## src/rtl/n101_wishb8_uart_if.sv

```systemverilog
// Wishbone 8-bit bus bundle between the ICB32-to-Wishbone8 bridge (master)
// and the n101_wishb8_uart peripheral (slave).
interface n101_wishb8_uart_if #(
   parameter int AW = 32
);
   logic [AW-1:0] wb_adr;
   logic [7:0]    wb_dat_w;
   logic [7:0]    wb_dat_r;
   logic          wb_we;
   logic          wb_stb;
   logic          wb_cyc;
   logic          wb_ack;

   modport master (
      output wb_adr, wb_dat_w, wb_we, wb_stb, wb_cyc,
      input  wb_dat_r, wb_ack
   );

   modport slave (
      input  wb_adr, wb_dat_w, wb_we, wb_stb, wb_cyc,
      output wb_dat_r, wb_ack
   );
endinterface

```

## src/rtl/n101_wishb8_uart.sv

```systemverilog
// n101_wishb8_uart: 8-bit Wishbone slave UART, 8N1, level RX interrupt.
// Registers (adr[2:0]): 0 DATA, 1 STATUS, 2 CTRL, 3 DIV_LO, 4 DIV_HI.
// Bit period is DIV+1 clocks; the baud counter reloads from DIV at every bit.
// Optional build macro N101_WB8_UART_RXFIFO_EN turns the single RX holding
// register into a 4-entry FIFO and enables STATUS.rx_full.
module n101_wishb8_uart #(
   parameter int          AW      = 32,
   parameter logic [15:0] DIV_RST = 16'd433
) (
   input  logic              clk,
   input  logic              rst_n,
   n101_wishb8_uart_if.slave wb,
   output logic              uart_txd,
   input  logic              uart_rxd,
   output logic              uart_irq
);

   localparam logic [2:0] REG_DATA   = 3'd0;
   localparam logic [2:0] REG_STATUS = 3'd1;
   localparam logic [2:0] REG_CTRL   = 3'd2;
   localparam logic [2:0] REG_DIV_LO = 3'd3;
   localparam logic [2:0] REG_DIV_HI = 3'd4;

   typedef enum logic [1:0] {TX_IDLE, TX_START, TX_DATA, TX_STOP} tx_state_t;
   typedef enum logic [1:0] {RX_IDLE, RX_START, RX_DATA, RX_STOP} rx_state_t;

   // ---------------------------------------------------------------------
   // Bus decode
   // ---------------------------------------------------------------------
   logic [AW-1:0] adr_full;
   logic [2:0]    adr;
   logic          unused_adr;

   assign adr_full   = wb.wb_adr;
   assign adr        = adr_full[2:0];
   assign unused_adr = ^adr_full[AW-1:3];

   logic       ack_q;
   logic [7:0] dat_r_q;
   logic       pop_ok_q;
   logic       req;
   logic       wr_acc;
   logic       rd_acc;
   logic [7:0] rd_mux;

   // A new request is only taken when no ack is outstanding, so held
   // strobes are acked every other cycle.
   assign req    = wb.wb_stb & wb.wb_cyc & ~ack_q;
   assign wr_acc = ack_q & wb.wb_stb & wb.wb_cyc & wb.wb_we;
   assign rd_acc = ack_q & wb.wb_stb & wb.wb_cyc & ~wb.wb_we;

   assign wb.wb_ack   = ack_q;
   assign wb.wb_dat_r = dat_r_q;

   // Control / status state
   logic [15:0] div;
   logic [2:0]  ctrl;
   logic        rx_overrun;
   logic        frame_err;
   logic        tx_busy;
   logic        rx_valid;
   logic        rx_full;
   logic [7:0]  rx_head;
   logic        rx_pop;
   logic        rx_deliver;
   logic        rx_stop_bad;
   logic        ovr_set;
   logic [7:0]  rx_sh;

   // Read data mux; reads of unmapped addresses return zero.
   always_comb begin
      // NOTE: every combinational output gets a default first so no path
      // through the case leaves it unassigned and a latch is inferred.
      rd_mux = 8'h00;
      case (adr)
         REG_DATA:   rd_mux = rx_head;
         REG_STATUS: rd_mux = {3'b000, rx_full, frame_err, rx_overrun, rx_valid, tx_busy};
         REG_CTRL:   rd_mux = {5'b00000, ctrl};
         REG_DIV_LO: rd_mux = div[7:0];
         REG_DIV_HI: rd_mux = div[15:8];
         default:    rd_mux = 8'h00;
      endcase
   end

   // Registered ack and read data; the pop decision is captured together
   // with the data so a byte arriving in between is never popped unread.
   always_ff @(posedge clk or negedge rst_n) begin
      if (!rst_n) begin
         // NOTE: state registers use non-blocking assignments so every flop
         // samples the pre-edge values regardless of statement order.
         ack_q    <= 1'b0;
         dat_r_q  <= 8'h00;
         pop_ok_q <= 1'b0;
      end else begin
         ack_q    <= req;
         dat_r_q  <= req ? rd_mux : 8'h00;
         pop_ok_q <= req & ~wb.wb_we & (adr == REG_DATA) & rx_valid;
      end
   end

   assign rx_pop = rd_acc & pop_ok_q;

   // Writable configuration registers, updated in the ack cycle only.
   always_ff @(posedge clk or negedge rst_n) begin
      if (!rst_n) begin
         div  <= DIV_RST;
         ctrl <= 3'b000;
      end else if (wr_acc) begin
         case (adr)
            REG_CTRL:   ctrl      <= wb.wb_dat_w[2:0];
            REG_DIV_LO: div[7:0]  <= wb.wb_dat_w;
            REG_DIV_HI: div[15:8] <= wb.wb_dat_w;
            default:    ;
         endcase
      end
   end

   // Sticky error flags: set by the receiver, cleared by writing 1 to STATUS.
   always_ff @(posedge clk or negedge rst_n) begin
      if (!rst_n) begin
         rx_overrun <= 1'b0;
         frame_err  <= 1'b0;
      end else begin
         if (ovr_set)
            rx_overrun <= 1'b1;
         else if (wr_acc && adr == REG_STATUS && wb.wb_dat_w[2])
            rx_overrun <= 1'b0;
         if (rx_deliver && rx_stop_bad)
            frame_err <= 1'b1;
         else if (wr_acc && adr == REG_STATUS && wb.wb_dat_w[3])
            frame_err <= 1'b0;
      end
   end

   // ---------------------------------------------------------------------
   // Transmitter
   // ---------------------------------------------------------------------
   tx_state_t   tx_state;
   tx_state_t   tx_state_n;
   logic [15:0] tx_cnt;
   logic [2:0]  tx_bit;
   logic [7:0]  tx_sh;
   logic        tx_tick;
   logic        tx_load;
   logic        txd_q;
   logic        txd_n;

   assign tx_tick  = (tx_cnt == 16'd0);
   assign tx_busy  = (tx_state != TX_IDLE);
   assign tx_load  = wr_acc & (adr == REG_DATA) & ctrl[0] & ~tx_busy;
   assign uart_txd = txd_q;

   // TX next state and next serial level (registered so txd never glitches).
   always_comb begin
      tx_state_n = tx_state;
      txd_n      = txd_q;
      case (tx_state)
         TX_IDLE: begin
            txd_n = 1'b1;
            if (tx_load) begin
               tx_state_n = TX_START;
               txd_n      = 1'b0;
            end
         end
         TX_START: begin
            if (tx_tick) begin
               tx_state_n = TX_DATA;
               txd_n      = tx_sh[0];
            end
         end
         TX_DATA: begin
            if (tx_tick) begin
               if (tx_bit == 3'd7) begin
                  tx_state_n = TX_STOP;
                  txd_n      = 1'b1;
               end else begin
                  txd_n = tx_sh[1];
               end
            end
         end
         TX_STOP: begin
            txd_n = 1'b1;
            if (tx_tick)
               tx_state_n = TX_IDLE;
         end
         default: begin
            tx_state_n = TX_IDLE;
            txd_n      = 1'b1;
         end
      endcase
   end

   // TX state, serial output, bit timer and shifter.
   always_ff @(posedge clk or negedge rst_n) begin
      if (!rst_n) begin
         tx_state <= TX_IDLE;
         txd_q    <= 1'b1;
         tx_cnt   <= 16'd0;
         tx_bit   <= 3'd0;
         tx_sh    <= 8'h00;
      end else begin
         tx_state <= tx_state_n;
         txd_q    <= txd_n;
         if (tx_load) begin
            tx_sh  <= wb.wb_dat_w;
            tx_cnt <= div;
            tx_bit <= 3'd0;
         end else if (tx_busy) begin
            if (tx_tick) begin
               tx_cnt <= div;
               if (tx_state == TX_DATA) begin
                  tx_sh  <= {1'b0, tx_sh[7:1]};
                  tx_bit <= tx_bit + 3'd1;
               end
            end else begin
               tx_cnt <= tx_cnt - 16'd1;
            end
         end
      end
   end

   // ---------------------------------------------------------------------
   // Receiver
   // ---------------------------------------------------------------------
   rx_state_t   rx_state;
   rx_state_t   rx_state_n;
   logic        rxd_s1;
   logic        rxd_s2;
   logic        rxd_d;
   logic        rx_fall;
   logic        rx_tick;
   logic [15:0] rx_cnt;
   logic [2:0]  rx_bit;
   logic [16:0] div_p1;
   logic [15:0] rx_half;

   assign rx_fall     = rxd_d & ~rxd_s2;
   assign rx_tick     = (rx_cnt == 16'd0);
   assign div_p1      = {1'b0, div} + 17'd1;
   assign rx_half     = 16'(div_p1 >> 1) - 16'd1;
   assign rx_stop_bad = ~rxd_s2;

   // Two-flop synchronizer plus one delay flop for falling-edge detection.
   always_ff @(posedge clk or negedge rst_n) begin
      if (!rst_n) begin
         rxd_s1 <= 1'b1;
         rxd_s2 <= 1'b1;
         rxd_d  <= 1'b1;
      end else begin
         rxd_s1 <= uart_rxd;
         rxd_s2 <= rxd_s1;
         rxd_d  <= rxd_s2;
      end
   end

   // RX next state; clearing rx_en drops any frame in progress.
   always_comb begin
      rx_state_n = rx_state;
      rx_deliver = 1'b0;
      if (!ctrl[1]) begin
         rx_state_n = RX_IDLE;
      end else begin
         case (rx_state)
            RX_IDLE:  if (rx_fall) rx_state_n = RX_START;
            RX_START: if (rx_tick) rx_state_n = rxd_s2 ? RX_IDLE : RX_DATA;
            RX_DATA:  if (rx_tick && rx_bit == 3'd7) rx_state_n = RX_STOP;
            RX_STOP: begin
               if (rx_tick) begin
                  rx_state_n = RX_IDLE;
                  rx_deliver = 1'b1;
               end
            end
            default:  rx_state_n = RX_IDLE;
         endcase
      end
   end

   // RX state, mid-bit sample timer and data shifter.
   always_ff @(posedge clk or negedge rst_n) begin
      if (!rst_n) begin
         rx_state <= RX_IDLE;
         rx_cnt   <= 16'd0;
         rx_bit   <= 3'd0;
         rx_sh    <= 8'h00;
      end else begin
         rx_state <= rx_state_n;
         if (rx_state == RX_IDLE) begin
            rx_cnt <= rx_half;
            rx_bit <= 3'd0;
         end else if (rx_tick) begin
            rx_cnt <= div;
            if (rx_state == RX_DATA) begin
               rx_sh  <= {rxd_s2, rx_sh[7:1]};
               rx_bit <= rx_bit + 3'd1;
            end
         end else begin
            rx_cnt <= rx_cnt - 16'd1;
         end
      end
   end

   // ---------------------------------------------------------------------
   // RX holding storage
   // ---------------------------------------------------------------------
`ifdef N101_WB8_UART_RXFIFO_EN
   logic [7:0] fifo_mem [4];
   logic [1:0] wr_ptr;
   logic [1:0] rd_ptr;
   logic [2:0] count;
   logic       push;

   assign rx_valid = (count != 3'd0);
   assign rx_full  = (count == 3'd4);
   assign rx_head  = rx_valid ? fifo_mem[rd_ptr] : 8'h00;
   assign push     = rx_deliver & (~rx_full | rx_pop);
   assign ovr_set  = rx_deliver & rx_full & ~rx_pop;

   // FIFO storage array, written on push.
   always_ff @(posedge clk) begin
      // NOTE: the data array has no reset; validity is carried entirely by
      // the pointers and count, which are reset.
      if (push)
         fifo_mem[wr_ptr] <= rx_sh;
   end

   // FIFO pointers and occupancy.
   always_ff @(posedge clk or negedge rst_n) begin
      if (!rst_n) begin
         wr_ptr <= 2'd0;
         rd_ptr <= 2'd0;
         count  <= 3'd0;
      end else begin
         if (push)
            wr_ptr <= wr_ptr + 2'd1;
         if (rx_pop)
            rd_ptr <= rd_ptr + 2'd1;
         count <= count + {2'b00, push} - {2'b00, rx_pop};
      end
   end
`else
   logic [7:0] rx_data;
   logic       rx_valid_q;

   assign rx_valid = rx_valid_q;
   assign rx_full  = 1'b0;
   assign rx_head  = rx_valid_q ? rx_data : 8'h00;
   assign ovr_set  = rx_deliver & rx_valid_q & ~rx_pop;

   // Single holding register; a same-cycle pop makes room for the new byte.
   always_ff @(posedge clk or negedge rst_n) begin
      if (!rst_n) begin
         rx_data    <= 8'h00;
         rx_valid_q <= 1'b0;
      end else if (rx_deliver && (!rx_valid_q || rx_pop)) begin
         rx_data    <= rx_sh;
         rx_valid_q <= 1'b1;
      end else if (rx_pop) begin
         rx_valid_q <= 1'b0;
      end
   end
`endif

   // Level interrupt on pending receive data.
   always_ff @(posedge clk or negedge rst_n) begin
      if (!rst_n)
         uart_irq <= 1'b0;
      else
         uart_irq <= ctrl[2] & rx_valid;
   end

endmodule
```

## src/flat_wrapper.sv

```systemverilog
// flat-port wrapper written by rule: the top's interface ports become plain ports
module n101_wishb8_uart_flat 
#(
   parameter int          AW      = 32,
   parameter logic [15:0] DIV_RST = 16'd433
)
  (clk, rst_n, uart_txd, uart_rxd, uart_irq, wb_wb_adr, wb_wb_dat_w, wb_wb_we, wb_wb_stb, wb_wb_cyc, wb_wb_dat_r, wb_wb_ack);
  n101_wishb8_uart_if #(.AW(AW)) wb_i ();
  input  logic clk;
  input  logic rst_n;
  output logic uart_txd;
  input  logic uart_rxd;
  output logic uart_irq;
  input wire logic [$bits(wb_i.wb_adr)-1:0] wb_wb_adr;
  input wire logic [$bits(wb_i.wb_dat_w)-1:0] wb_wb_dat_w;
  input wire logic [$bits(wb_i.wb_we)-1:0] wb_wb_we;
  input wire logic [$bits(wb_i.wb_stb)-1:0] wb_wb_stb;
  input wire logic [$bits(wb_i.wb_cyc)-1:0] wb_wb_cyc;
  output wire logic [$bits(wb_i.wb_dat_r)-1:0] wb_wb_dat_r;
  output wire logic [$bits(wb_i.wb_ack)-1:0] wb_wb_ack;
  assign wb_i.wb_adr = wb_wb_adr;
  assign wb_i.wb_dat_w = wb_wb_dat_w;
  assign wb_i.wb_we = wb_wb_we;
  assign wb_i.wb_stb = wb_wb_stb;
  assign wb_i.wb_cyc = wb_wb_cyc;
  assign wb_wb_dat_r = wb_i.wb_dat_r;
  assign wb_wb_ack = wb_i.wb_ack;
  n101_wishb8_uart #(.AW(AW), .DIV_RST(DIV_RST)) u_core (.clk(clk), .rst_n(rst_n), .wb(wb_i), .uart_txd(uart_txd), .uart_rxd(uart_rxd), .uart_irq(uart_irq));
endmodule
```

## config.mk

```make
export PLATFORM = sky130hd
export DESIGN_NAME = n101_wishb8_uart_flat
export DESIGN_NICKNAME = d
export VERILOG_FILES = /design/src/rtl/n101_wishb8_uart_if.sv /design/src/rtl/n101_wishb8_uart.sv /design/src/flat_wrapper.sv
export SDC_FILE = /design/constraint.sdc
export NUM_CORES = 1
export LEC_CHECK = 0
export ABC_AREA = 1
export BUFFER_PORTS_ARGS = -buffer_cell sky130_fd_sc_hd__buf_2
export CORE_MARGIN = 1.5
export CORE_UTILIZATION = 50
export DETAILED_ROUTE_END_ITERATION = 12
export PLACE_DENSITY = 0.69
export REMOVE_ABC_BUFFERS = 1
export SLEW_MARGIN = 30
export SYNTH_ARGS = -nofsm -noshare
export SYNTH_HDL_FRONTEND = slang
export SYNTH_SLANG_ARGS = --single-unit
```

## constraint.sdc

```tcl
create_clock -name clk -period 2.2 [get_ports clk]
set_input_delay 0.11 -clock clk [delete_from_list [all_inputs] [get_ports clk]]
set_output_delay 0.11 -clock clk [all_outputs]
set_load 0.03 [all_outputs]
```

==> results by group, run 1 <==
Floorplan
  • Die H: 113.5 um
  • Die X: 113.5 um
  • Total I/O pin count: 57
  • Core Area: about 12,000 um2
  • Starting density of the core: 0.5107
  • DIE AREA: 12,890 um2
  • # rows: 40

Cells and area
  • Final-layout fill cell count: 1,092
  • Post-Layout Cell Count: 1,016
  • Diode count: 0
  • Synth-to-Final Area Change: 12.78%
  • Layout cells sized above 1: 0.1323
  • Nets: 924

Critical path
  • Crit Reg-Reg Endpoint: u_core.rx_cnt[15]
  • R2R setup slack: 0.15 ns
  • RR Startpoint: u_core.div[0]
  • Maximum fanout along the worst path: 6
  • Startpoint Class: register
  • WS Path Type: register to register
  • CP endpoint kind: register
  • Worst Reg-to-Reg Cells: 12
  • Req. time, crit path: 2.43 ns
  • Critical Path AT: 2.29 ns

STA
  • Fin. Hold Viols: 0
  • Worst slew pin tran: 0.7192 ns
  • Max frequency: 486.6 MHz
  • Max Slew Vio Count: 0
  • Setup TNS: 0 ns
  • Setup violators final: 0
  • Worst setup margin: 0.1451 ns
  • Clock Skew: ~0.0090 ns
  • Post-layout min period: 2.055 ns
  • Slew Limit Headroom: 0.5205
  • Final period util: 0.9341

Min path
  • Hold WC Path Type: primary input to register
  • Worst Hold End: u_core.pop_ok_q
  • Hold path cells: 2
  • Hold Startpoint: wb_wb_adr[0]

Placed design
  • Placement Setup Slack: 0.07395 ns
  • Buffers on Ports: 27
  • DP HPWL: about 12 mm
  • Cell Count Post-Placement: just under 1,000
  • Routability Congestion: 0.8920

Yosys
  • Post-synth EDFFs: 0
  • Mean Syn Cell Area: 7.422 um2
  • Seq/Total Area, Yosys: 0.4238
  • Synth unique cells: 38
  • FFs w/ async S/R, synth: 1.000
  • Yosys reg bits: about 100
  • Cells after synthesis: 823
  • Yosys warns: 0
  • Top_reg_cell synth: dfrtp_1
  • Synthesized area: between 6000 and 7000 um2

Clock network
  • H-tree levels: 3
  • Clk Latency, worst-skew pair: 0.35 ns
  • Clk sinks: 103
  • CTS Buf Count: 9
  • Root Buffer: clkbuf_16
  • CTS tree: built
  • Worst-path clk slew: roughly 0.07 ns
  • Clock buffer depth: 2

Drt
  • DRT Pass-1 Iters: 5
  • Vias per Instance: about 5.6
  • Via count: 5,681
  • WL final: 16.05 mm
  • Initial DRC count: approximately 440
  • Routed WL per cell: 15.80 um
  • DRC: 0
  • Post-DRT Antenna Nets: 0

Job
  • Number of max-cap violations: 0

Power and ir drop
  • Final Power: 4.756 mW
  • PD cells: 690.4 nW/um2
  • Static Leak: 3.313 nW
  • Max rail drop VDD: 0.4959 mV

Status
  • Run status: finished, final reports clean

GRT
  • Overall routing resource usage: 0.2641
  • Largest net degree at the start of global routing: 72
  • Initial antenna violation count: 0
  • Vias in the first global route: around 5,400
  • Grt total ovfl: 0
  • First-pass GRT wire length: roughly 27 mm
## registers in the layout (all words and copies together), names as in the netlist, 3 cells and up
signal              cells
u_core.rx_data          8
u_core.rx_bit           3
u_core.rx_cnt          16
u_core.ctrl             3
u_core.div             16
u_core.tx_bit           3
u_core.tx_cnt          16
u_core.tx_sh            8
u_core.rx_sh            8
u_core.wb.wb_dat_r      8
## worst max path at each step
| stage | startpoint | cells after the start | end |
|---|---|---|---|
| 4_1_cts | u_core.div[0] | 11 | u_core.rx_cnt[8] |
| 6_report | u_core.div[0] | 12 | u_core.rx_cnt[15] |
| 5_1_grt | u_core.div[0] | 12 | u_core.rx_cnt[15] |
| 3_5_place_dp | u_core.div[0] | 13 | u_core.rx_cnt[14] |
| 2_1_floorplan | u_core.wb.wb_ack | 7 | u_core.tx_cnt[10] |
| 3_3_place_gp | u_core.tx_cnt[1] | 8 | u_core.tx_sh[2] |
## power by group
part / internal, mW / switching, mW
clock: 0.934 / 0.763
combinational: 0.303 / 0.584
sequential: 2.04 / 0.135
## layout by cell type (no fill, tap or decap), drive strengths merged, types with 8 or more instances in the layout
master	count
nand4	16
o21ai	85
ha	14
o221ai	8
nor3	11
a21oi	25
xor2	14
buf	44
nor2	91
nand2	223
nand3	59
o22ai	8
dfrtp	94
dfstp	9
clkbuf	10
inv	114
o211ai	12
## per-layer routing
layer	global-route usage	up-vias	routed length [um]
met5	0	-	0
met4	0.1100	0	412
met3	0.03082	33	824
met2	0.4297	183	7549
met1	0.3603	2691	7266
li1	-	2774	-
## final cells by class
type	count	area [um2]	share of cell area
sequential	103	2589	0.3758
clock buffer	10	239.0	0.03469
inverter	112	420.4	0.06102
timing repair buffer	47	307.8	0.04468
clock inverter	6	77.57	0.01126
tap	147	183.9	0.02670
multi-input combinational	591	3072	0.4459
## cell usage after synthesis, types with 11 or more instances
| library cell | count | area, um2 |
|---|---|---|
| o21ai_0 | 83 | 415.4 |
| nand4_1 | 15 | 93.84 |
| nand2_1 | 210 | 788.3 |
| clkbuf_1 | 11 | 41.29 |
| ha_1 | 14 | 175.2 |
| nor3_1 | 11 | 55.05 |
| a21oi_1 | 25 | 125.1 |
| nand2_2 | 13 | 81.33 |
| dfrtp_1 | 94 | 2352 |
| xor2_1 | 14 | 122.6 |
| nand3_1 | 55 | 275.3 |
| inv_1 | 107 | 401.6 |
| o211ai_1 | 12 | 90.09 |
| nor2_1 | 76 | 285.3 |
## metrics by stage
step	utilization	hold slack, ns	instance area [um2]
5_1_grt	0.5759	0.04620	6889
2_1_floorplan	-	-0.1856	6035
3_3_place_gp	0.5418	0.09364	6481
6_report	0.5759	0.03301	6889
3_5_place_dp	0.5422	0.1009	6485
4_1_cts	0.5711	0.02790	6832
## what timing repair did
action                     in CTS  in global routing
buffers inserted                0                  2
resized for setup               0                  9
hold endpoints to repair       31                  0
hold buffers                    3                  0
setup endpoints to repair       0                 19
## cell families (layout without fill, tap and decap cells)
logic type / Yosys count / in the layout / share of synthesized area
simple gates: 409 / 409 / 0.3011
xor+xnor: 19 / 19 / 0.02724
compound gates: 149 / 149 / 0.1383
fa+ha+maj: 14 / 14 / 0.02868
buf+inv: 129 / 175 / 0.08091
flops: 103 / 103 / 0.4238
## critical path, cell delays in order (launching register included)
cell	delay, ns
dfstp_2	0.59
ha_4	0.17
nand2_4	0.08
nor2_4	0.19
nand2_1	0.09
nand2_1	0.08
nand2_2	0.08
nor2_2	0.15
nand2_2	0.09
nor2_4	0.16
nand3_1	0.08
nand3_1	0.10
nand2_1	0.07
Note: power is estimated with default switching activity, not from simulation.
==> run 2, diff against run 1 <==
--- a/config.mk
+++ b/config.mk
@@ -10,6 +10,7 @@
 export CORE_MARGIN = 1.5
 export CORE_UTILIZATION = 50
 export DETAILED_ROUTE_END_ITERATION = 12
+export HOLD_SLACK_MARGIN = 0.08
 export PLACE_DENSITY = 0.69
 export REMOVE_ABC_BUFFERS = 1
 export SLEW_MARGIN = 30
==> constraint.sdc (replaced) <==
create_clock -name clk -period 2.2 [get_ports clk]
set_input_delay 0.44 -clock clk [delete_from_list [all_inputs] [get_ports clk]]
set_output_delay 0.44 -clock clk [all_outputs]
set_load 0.03 [all_outputs]
==> results by group, run 2 (synthesis results as in run 1) <==
Cells and area
  • Layout cells sized above 1: 0.1306 (was 0.1323)
  • Post-route design area: 6838 um2 (was 6889 um2)
  • Nets: 920 (was 924)
  • Synth-to-Final Area Change: 11.94% (was 12.78%)
  • Post-Layout Cell Count: 1,012 (was 1,016)
  • Commonest non-fill, non-tap cell in the layout: nand2_1 (unchanged)
  • Largest registers: u_core.div x16, u_core.rx_cnt x16, u_core.tx_cnt x16 (unchanged)
  • Diode count: 0 (unchanged)
  • Commonest cells after routing, fill and taps aside: 210 x nand2_1, 107 x inv_1, 94 x dfrtp_1 (unchanged)

Placed design
  • DP HPWL: 12.09 mm (was 12.21 mm)
  • Dpl cell area: 6470 um2 (was 6485 um2)
  • Routability Congestion: 0.9118 (was 0.8920)
  • Cell Count Post-Placement: 993 (was 995)
  • Buffers on Ports: 27 (unchanged)
  • Placement Setup Slack: 0.06782 ns (was 0.07395 ns)

STA
  • Slew Limit Headroom: 0.5297 (was 0.5205)
  • Clock Skew: 0.008116 ns (was 0.009012 ns)
  • Final period util: 0.9220 (was 0.9341)
  • Setup violators final: 0 (unchanged)
  • Max frequency: 493.0 MHz (was 486.6 MHz)
  • RSZ-0062 raised after global routing: false
  • Post-layout min period: 2.028 ns (was 2.055 ns)
  • Max Slew Vio Count: 0 (unchanged)
  • Worst setup margin: 0.1716 ns (was 0.1451 ns)
  • Worst slew pin tran: 0.7055 ns (was 0.7192 ns)
  • Setup TNS: 0 ns (unchanged)
  • Fin. Hold Viols: 0 (unchanged)

GRT
  • Overall routing resource usage: 0.2640 (was 0.2641)
  • Initial antenna violation count: 0 (unchanged)
  • Largest net degree at the start of global routing: 58 (was 72)
  • Vias in the first global route: 5,430 (was 5,434)
  • First-pass GRT wire length: 26.71 mm (was 26.76 mm)
  • Grt total ovfl: 0 (unchanged)

Critical path
  • Startpoint Class: register (unchanged)
  • CP endpoint kind: register (unchanged)
  • Maximum fanout along the worst path: 8 (was 6)
  • Max stage delay on crit path: 0.58 ns (was 0.59 ns)
  • CP top delay family: simple AND/OR/NAND/NOR gates (unchanged)
  • Req. time, crit path: 2.43 ns (about the same)
  • R2R setup slack: 0.17 ns (was 0.15 ns)
  • Buf+Inv Stages, Crit Path: 1 (was 0)
  • Critical Path AT: 2.26 ns (was 2.29 ns)
  • Crit-path cells: inv_1 > nor2_4 > nand2_1 > nand2_2 > nand3_2 > nor2_4 > nor2_1 > o21ai_0 > o21ai_0 (was ha_4 > nand2_4 > nor2_4 > nand2_1 > nand2_1 > nand2_2 > nor2_2 > nand2_2 > nor2_4 > nand3_1 > nand3_1 > nand2_1)
  • Slowest cell on crit path: dfstp_2 (unchanged)
  • WS Path Type: register to register (unchanged)

Floorplan
  • Starting density of the core: 0.5107 (unchanged)
  • Die H: 113.5 um (unchanged)
  • Core Area: 11,960 um2 (unchanged)
  • Total I/O pin count: 57 (unchanged)
  • Die X: 113.5 um (unchanged)
  • DIE AREA: 12,890 um2 (unchanged)
  • # rows: 40 (unchanged)

Drt
  • DRC: 0 (unchanged)
  • WL final: 15.75 mm (was 16.05 mm)
  • Via count: 5,628 (was 5,681)
  • DRT Pass-1 Iters: 5 (unchanged)
  • Routed WL per cell: 15.56 um (was 15.80 um)
  • Initial DRC count: 479 (was 441)
  • Post-DRT Antenna Nets: 0 (unchanged)
  • Vias per Instance: 5.561 (was 5.592)

Clock network
  • Clk sinks: 103 (unchanged)
  • Clock buffer depth: 2 (unchanged)
  • H-tree levels: 3 (unchanged)
  • Clk Latency, worst-skew pair: 0.36 ns (was 0.35 ns)
  • Root Buffer: clkbuf_16 (unchanged)
  • CTS Buf Count: 9 (unchanged)
  • Worst-path clk slew: 0.07 ns (about the same)
  • CTS tree: built (unchanged)

Status
  • Run status: finished, final reports clean (unchanged)

Power and ir drop
  • PD cells: 678.4 nW/um2 (was 690.4 nW/um2)
  • Static Leak: 3.291 nW (was 3.313 nW)
  • Max rail drop VDD: 0.5710 mV (was 0.4959 mV)

Min path
  • Hold WC Path Type: primary input to register (unchanged)

Job
  • Number of max-cap violations: 0 (unchanged)
-- run 2: cell count changes in the layout (fill, tap and decap cells not counted), moves of 2 or more --
cell           before  now
nor2_1             74   76
dlygate4sd3_1       3    1
buf_4              17   15
clkinv_8            0    2
-- run 2: through the flow --
step                hold slack [ns]  power (mW)    util
floorplan                    0.1444       2.785       -
global placement             0.3405       3.042  0.5406
detailed placement           0.3381       3.065  0.5409
CTS                          0.1681       4.664  0.5664
global route                 0.1640       4.888  0.5717
finish                       0.1727       4.639  0.5717
-- run 2: cell type report --
type	instances	area (um2)
clock buffers	10	229.0
clock inverters	6	66.31
fillers	1154	5124
inverters	112	420.4
multi-input cells	591	3077
flip-flops and latches	103	2589
well taps	147	183.9
repair buffers	43	272.8
-- run 2: worst paths after layout --
| check | endpoint | cells past startpoint | startpoint |
|---|---|---|---|
| setup / recovery | u_core.rx_cnt[6] | 9 | u_core.div[0] |
| hold / removal | u_core.rxd_s1 | 1 | uart_rxd |
| setup reg to reg | u_core.rx_cnt[6] | 9 | u_core.div[0] |
| hold reg to reg | u_core.rxd_s2 | 0 | u_core.rxd_s1 |
| max in group asynchronous | u_core.rx_cnt[5] | 3 | rst_n |
| min in group asynchronous | u_core.tx_cnt[15] | 2 | rst_n |
-- run 2: layer usage --
metal	global-route usage	vias to the layer above	routed length [um]
met3	0.04038	28	633
li1	-	2760	-
met2	0.4301	155	7393
met1	0.3601	2685	7342
met4	0.09333	0	378
met5	0	-	0
-- run 2: timing repair --
| item | 4_1_cts | 5_1_grt |
|---|---|---|
| buffers inserted | 0 | 2 |
| resized for setup | 0 | 9 |
| hold endpoints to repair | 16 | 0 |
| hold buffers | 1 | 0 |
| endpoints found under the setup margin | 0 | 26 |
-- run 2: report_power, final --
group / switching, mW / leakage [nW] / total, mW / internal (mW)
combinational: 0.579 / 1.85 / 0.878 / 0.299
clock: 0.786 / 0.144 / 1.59 / 0.800
sequential: 0.136 / 1.30 / 2.17 / 2.04
total: 1.50 / 3.29 / 4.64 / 3.14
